--- config.mk ---
export PLATFORM = sky130hd
export DESIGN_NAME = serial_alu
export DESIGN_NICKNAME = d
export VERILOG_FILES = /design/src/rtl/alu_pkg.sv /design/src/rtl/alu_digit_slice.sv /design/src/rtl/serial_alu.sv
export SDC_FILE = /design/constraint.sdc
export NUM_CORES = 1
export LEC_CHECK = 0
export ABC_CLOCK_PERIOD_IN_PS = 3800
export BUFFER_PORTS_ARGS = -buffer_cell sky130_fd_sc_hd__buf_2
export CAP_MARGIN = 15
export CELL_PAD_IN_SITES_DETAIL_PLACEMENT = 0
export CELL_PAD_IN_SITES_GLOBAL_PLACEMENT = 1
export CORE_MARGIN = 4
export CORE_UTILIZATION = 42
export CTS_CLUSTER_SIZE = 28
export DETAILED_ROUTE_END_ITERATION = 10
export GPL_ROUTABILITY_DRIVEN = 0
export PLACE_DENSITY = 0.91
export RECOVER_POWER = 100
export SKIP_LAST_GASP = 1
export SYNTH_ARGS = -nofsm -noshare
export SYNTH_HDL_FRONTEND = slang
export SYNTH_HIERARCHICAL = 1
export SYNTH_SLANG_ARGS = --single-unit
--- constraint.sdc ---
create_clock -name clk -period 3.8 [get_ports clk]
set_clock_uncertainty 0.15 [all_clocks]
set_input_delay 0.76 -clock clk [delete_from_list [all_inputs] [get_ports clk]]
set_output_delay 0.76 -clock clk [all_outputs]
set_load 0.05 [all_outputs]
--- src/rtl/alu_pkg.sv ---
// rtl/alu_pkg.sv - opcodes, FSM state encoding and opcode check shared by the serial ALU
package alu_pkg;

  localparam logic [5:0] OP_AND = 6'd36;
  localparam logic [5:0] OP_OR  = 6'd37;
  localparam logic [5:0] OP_ADD = 6'd32;
  localparam logic [5:0] OP_SUB = 6'd34;
  localparam logic [5:0] OP_SLT = 6'd42;

  typedef enum logic [1:0] {
    ST_IDLE = 2'd0,
    ST_RUN  = 2'd1,
    ST_DONE = 2'd2
  } state_t;

  function automatic logic is_legal_op(input logic [5:0] op);
    return (op == OP_AND) || (op == OP_OR) || (op == OP_ADD) ||
           (op == OP_SUB) || (op == OP_SLT);
  endfunction

endpackage

--- src/rtl/alu_digit_slice.sv ---
// rtl/alu_digit_slice.sv - combinational DIGIT-bit ALU slice (AND/OR/ADD/SUB/SLT)
import alu_pkg::*;

module alu_digit_slice #(
  parameter int DIGIT = 1
) (
  input  logic [DIGIT-1:0] a,
  input  logic [DIGIT-1:0] b,
  input  logic             cin,
  input  logic [5:0]       op,
  output logic [DIGIT-1:0] res,
  output logic             cout,
  output logic             c_msb_in
);

  logic [DIGIT-1:0] bx;
  logic [DIGIT-1:0] sum;
  logic             c;
  logic             cm;
  logic             arith;

  always_comb begin
    arith = (op == OP_ADD) || (op == OP_SUB) || (op == OP_SLT);
    bx    = ((op == OP_SUB) || (op == OP_SLT)) ? ~b : b;
    c     = cin;
    cm    = 1'b0;
    sum   = '0;
    // Ripple across the digit; the carry entering the top bit feeds overflow.
    for (int i = 0; i < DIGIT; i++) begin
      sum[i] = a[i] ^ bx[i] ^ c;
      if (i == DIGIT - 1) cm = c;
      c = (a[i] & bx[i]) | (c & (a[i] ^ bx[i]));
    end
    cout     = arith ? c : 1'b0;
    c_msb_in = arith ? cm : 1'b0;
    case (op)
      OP_AND:  res = a & b;
      OP_OR:   res = a | b;
      default: res = sum;
    endcase
  end

endmodule

--- src/rtl/serial_alu.sv ---
// rtl/serial_alu.sv - digit-serial WIDTH-bit ALU with start/done handshake and flags
import alu_pkg::*;

module serial_alu #(
  parameter int WIDTH = 32,
  parameter int DIGIT = 1
) (
  input  logic             clk,
  input  logic             reset,
  input  logic             start,
  output logic             ready,
  input  logic [WIDTH-1:0] dataA,
  input  logic [WIDTH-1:0] dataB,
  input  logic [5:0]       Signal,
  output logic [WIDTH-1:0] dataOut,
  output logic             carryOut,
  output logic             overflow,
  output logic             zero,
  output logic             error,
  output logic             done
);

  localparam int N  = WIDTH / DIGIT;
  localparam int CW = (N > 1) ? $clog2(N) : 1;
  localparam logic [CW-1:0] LAST = CW'(N - 1);

  state_t           state, state_n;
  logic [WIDTH-1:0] a_sh;
  logic [WIDTH-1:0] b_sh;
  logic [5:0]       op_q;
  logic             carry_q;
  logic [CW-1:0]    cnt;
  logic             load, step, finish;

  logic [DIGIT-1:0]       s_res;
  logic                   s_cout, s_cmsb;
  logic [WIDTH+DIGIT-1:0] a_cat;
  logic [WIDTH-1:0]       a_next;
  logic                   ovf, less;
  logic [WIDTH-1:0]       res_final;
  logic                   c_final, v_final;

  alu_digit_slice #(.DIGIT(DIGIT)) u_slice (
    .a        (a_sh[DIGIT-1:0]),
    .b        (b_sh[DIGIT-1:0]),
    .cin      (carry_q),
    .op       (op_q),
    .res      (s_res),
    .cout     (s_cout),
    .c_msb_in (s_cmsb)
  );

  // A doubles as the result shift register: result digits enter at the MSB end.
  assign a_cat  = {s_res, a_sh};
  assign a_next = a_cat[WIDTH+DIGIT-1:DIGIT];

  always_comb begin
    state_n = state;
    load    = 1'b0;
    step    = 1'b0;
    finish  = 1'b0;
    case (state)
      ST_IDLE: begin
        if (start) begin
          load    = 1'b1;
          state_n = ST_RUN;
        end
      end
      ST_RUN: begin
        step = 1'b1;
        if (cnt == LAST) begin
          finish  = 1'b1;
          state_n = ST_DONE;
        end
      end
      ST_DONE: begin
        if (start) begin
          load    = 1'b1;
          state_n = ST_RUN;
        end else begin
          state_n = ST_IDLE;
        end
      end
      default: state_n = ST_IDLE;
    endcase
  end

  always_comb begin
    ovf       = s_cmsb ^ s_cout;
    less      = s_res[DIGIT-1] ^ ovf;
    res_final = '0;
    c_final   = 1'b0;
    v_final   = 1'b0;
    case (op_q)
      OP_ADD, OP_SUB: begin
        res_final = a_next;
        c_final   = s_cout;
        v_final   = ovf;
      end
      OP_SLT: begin
        res_final = WIDTH'(less);
        v_final   = ovf;
      end
      OP_AND, OP_OR: res_final = a_next;
      default: res_final = '0;
    endcase
  end

  always_ff @(posedge clk) begin
    if (reset) begin
      state    <= ST_IDLE;
      a_sh     <= '0;
      b_sh     <= '0;
      op_q     <= '0;
      carry_q  <= 1'b0;
      cnt      <= '0;
      dataOut  <= '0;
      carryOut <= 1'b0;
      overflow <= 1'b0;
      zero     <= 1'b0;
      error    <= 1'b0;
    end else begin
      state <= state_n;
      if (load) begin
        a_sh    <= dataA;
        b_sh    <= dataB;
        op_q    <= Signal;
        cnt     <= '0;
        carry_q <= (Signal == OP_SUB) || (Signal == OP_SLT);
      end else if (step) begin
        a_sh    <= a_next;
        b_sh    <= b_sh >> DIGIT;
        cnt     <= cnt + CW'(1);
        carry_q <= s_cout;
        if (finish) begin
          dataOut  <= res_final;
          carryOut <= c_final;
          overflow <= v_final;
          zero     <= (res_final == '0);
          error    <= !is_legal_op(op_q);
        end
      end
    end
  end

  assign ready = (state == ST_IDLE) || (state == ST_DONE);
  assign done  = (state == ST_DONE);

endmodule
==> impl_metrics.py <==
metrics = {
    "grt": {
        "grt_pass1_wl_um": 20600,
        "grt_overflow": 0,
        "gr-max-usage-layer": "met2",
        "antenna_found_initial": 1,
        "globalRouteMet3Util": 0.0642,
        "grt_max_degree": 77,
        "grt_use_met2": 0.325,
        "track_usage": 0.198,
        "met1_usage": 0.243,
        "grt_pass1_vias": 4241,
    },
    "layout": {
        "final_cell_mix": "dfxtp_1, nand2_1, a21oi_1",
        "final_common_cell": "dfxtp_1",
        "drive_gt1_frac": 0.184,
        "diodes": 0,
        "regArea_sq_um": 2280,
        "nets": 712,
        "n_fill_cell": 1030,
        "syn_to_final_growth_pct": 24.5,
        "multiInputGateArea_sq_um": 2100,
    },
    "cts": {
        "cts_tree": "yes",
        "clock-sinks": 114,
        "cts_hold_buffers": 0,
        "clkLatencyLatePin_ns": 0.51,
        "postCtsSetupRepairBufs": 0,
        "cts_resized": 0,
        "path_clk_slew_ns": 0.06,
        "htree_levels": 4,
        "clockRootBuffer": "clkbuf_8",
        "cts_inserted_buffers": 17,
        "cts.path.max_buffers": 2,
    },
    "critical_path": {
        "crit_fanout": 18,
        "cp.arrival_ns": 3.39,
        "regToRegSetupSlack_ns": 0.67,
        "cp-end-kind": "flop",
        "critPathRequiredTime_ns": 4.05,
        "path_class": "reg2reg",
        "cp-start-kind": "flop",
    },
    "sta": {
        "hold_viol": 0,
        "tightest_slew_ns": 1.80,
        "drv_slew": 96,
        "fmax_mhz": 319,
        "period_minus_slack_ns": 3.13,
        "worst_slack_ns": 0.668,
        "setup_viol": 0,
        "relSlewSlack": -0.202,
        "finalSetupTns_ns": 0,
        "rsz0062_at_grt": "false",
        "finalCritPeriodShare": 0.824,
    },
    "synth": {
        "ys_types": 38,
        "synth_nets": 620,
        "ys.flop_type": "dfxtp_1",
        "syn_area_sq_um": 4610,
        "async_flop_share": 0,
        "yosysSeqAreaShare": 0.495,
        "synth_edf_count": 0,
        "syn_area_per_cell_sq_um": 8.48,
        "ys_warn_count": 6,
        "ys_seq_elements": 114,
        "synthCells": 544,
    },
    "placed_design": {
        "place_ws_ns": 1.03,
        "hpwl_um": 8390,
        "portBuffers": 110,
    },
    "pwr": {
        "p_leak_nw": 2.12,
        "irDropWorstVdd_mv": 0.307,
        "combPwrFrac": 0.085,
        "power_frac_seq": 0.407,
        "clkPwrFrac": 0.508,
        "power.switching_w": 0.000752,
        "power.density_nw_per_um2": 556,
        "intPower_w": 0.00244,
        "switching_share": 0.235,
    },
    "route": {
        "viasPerCell": 5.53,
        "wl_per_cell_um": 15.8,
        "drt_iter0_drc": 321,
        "first_pass_iters": 5,
        "drc_errors": 0,
        "wirelength_um": 12500,
        "vias": 4358,
        "postRouteAntennaNets": 0,
    },
    "die": {
        "core_sq_um": 10800,
        "start_util": 0.428,
        "io_pins": 111,
        "die_area_sq_um": 12700,
        "die_w_um": 113,
        "rows": 38,
        "die_h_um": 113,
    },
    "status": {
        "outcome": "finished with violations",
        "violations": "capacitance limit, slew limit",
    },
    "run": {
        "max_cap_violations": 2,
    },
    "min_path": {
        "hold_class": "reg2reg",
    },
}
layer usage:
layer	up-vias	wire length [um]
li1	2124	-
met1	2054	5370
met2	158	6030
met3	20	894
met4	2	172
met5	-	12
cells in the mapped netlist (2+ instances only):
library cell / number / area, sq um
mux2i_1: 3 / 30.0
buf_6: 3 / 33.8
nor4b_1: 2 / 17.5
nand2_1: 113 / 424
nor4b_4: 2 / 47.6
a21oi_1: 102 / 510
nor3_1: 8 / 40.0
a32oi_1: 2 / 17.5
xor2_1: 5 / 43.8
buf_1: 4 / 15.0
nand3_1: 29 / 145
and3_1: 2 / 12.5
ha_1: 2 / 25.0
clkbuf_1: 27 / 101
dfxtp_1: 114 / 2280
nand3_2: 3 / 30.0
inv_1: 5 / 18.8
buf_2: 12 / 60.1
a21oi_2: 2 / 17.5
nand2b_1: 2 / 12.5
nand4_1: 2 / 12.5
o21ai_0: 3 / 15.0
nor2b_1: 4 / 25.0
nor2_1: 10 / 37.5
nor4_1: 7 / 43.8
a22oi_1: 64 / 480
critical path: stages, from the launching register on:
cell,delay (ns)
dfxtp_1,0.44
mux2_1,0.37
nor4b_2,1.41
o21ai_0,0.33
a31o_2,0.31
kinds of logic after synthesis:
kind of cell,synth area share
adder cells (fa/ha/maj),0.00976
buffers and inverters,0.0496
multiplexers,0.00976
flip-flops,0.495
AND/OR/NAND/NOR,0.190
XOR/XNOR,0.0114
AO/OA/AOI/OAI,0.235
power by group through the flow:
| stage | logic, W | registers (W) | clock network, W |
|---|---|---|---|
| final | 0.000270 | 0.00130 | 0.00162 |
| after global routing | 0.000303 | 0.00131 | 0.00170 |
| after CTS | 0.000273 | 0.00130 | 0.00165 |
| after detailed placement | 0.000272 | 0.00133 | 0 |
| after global placement | 0.000263 | 0.00133 | 0 |
| after floorplan | 0.000189 | 0.00131 | 0 |
cell type report:
type,instances,area share
flip-flops and latches,114,0.397
multi-input cells,379,0.365
repair buffers,119,0.0989
clock buffers,20,0.0775
well taps,140,0.0305
clock inverters,11,0.0279
inverters,5,0.00327
worst paths after layout:
check	start	cells after the start	endpoint
setup / recovery	op_q[2]	4	zero
hold / removal	dataOut[14]	2	dataOut[14]
setup reg to reg	op_q[2]	4	zero
hold reg to reg	dataOut[14]	2	dataOut[14]
sequential cells by signal (all words and copies together) (netlist names):
signal	flops
a_sh	32
b_sh	32
carryOut	1
carry_q	1
cnt	5
dataOut	32
error	1
op_q	6
overflow	1
state	2
zero	1
metrics by stage:
stage | std cells | util | hold slack [ns] | power, W | cell area, sq um
after floorplan | 544 | - | 0.287 | 0.00150 | 4610
after global placement | 757 | 0.484 | 0.287 | 0.00159 | 5220
after detailed placement | 757 | 0.484 | 0.294 | 0.00160 | 5220
after CTS | 788 | 0.540 | 0.301 | 0.00323 | 5830
after global routing | 788 | 0.532 | 0.323 | 0.00332 | 5750
final | 788 | 0.532 | 0.300 | 0.00320 | 5750
No activity file was read; power rests on OpenSTA's default activity.
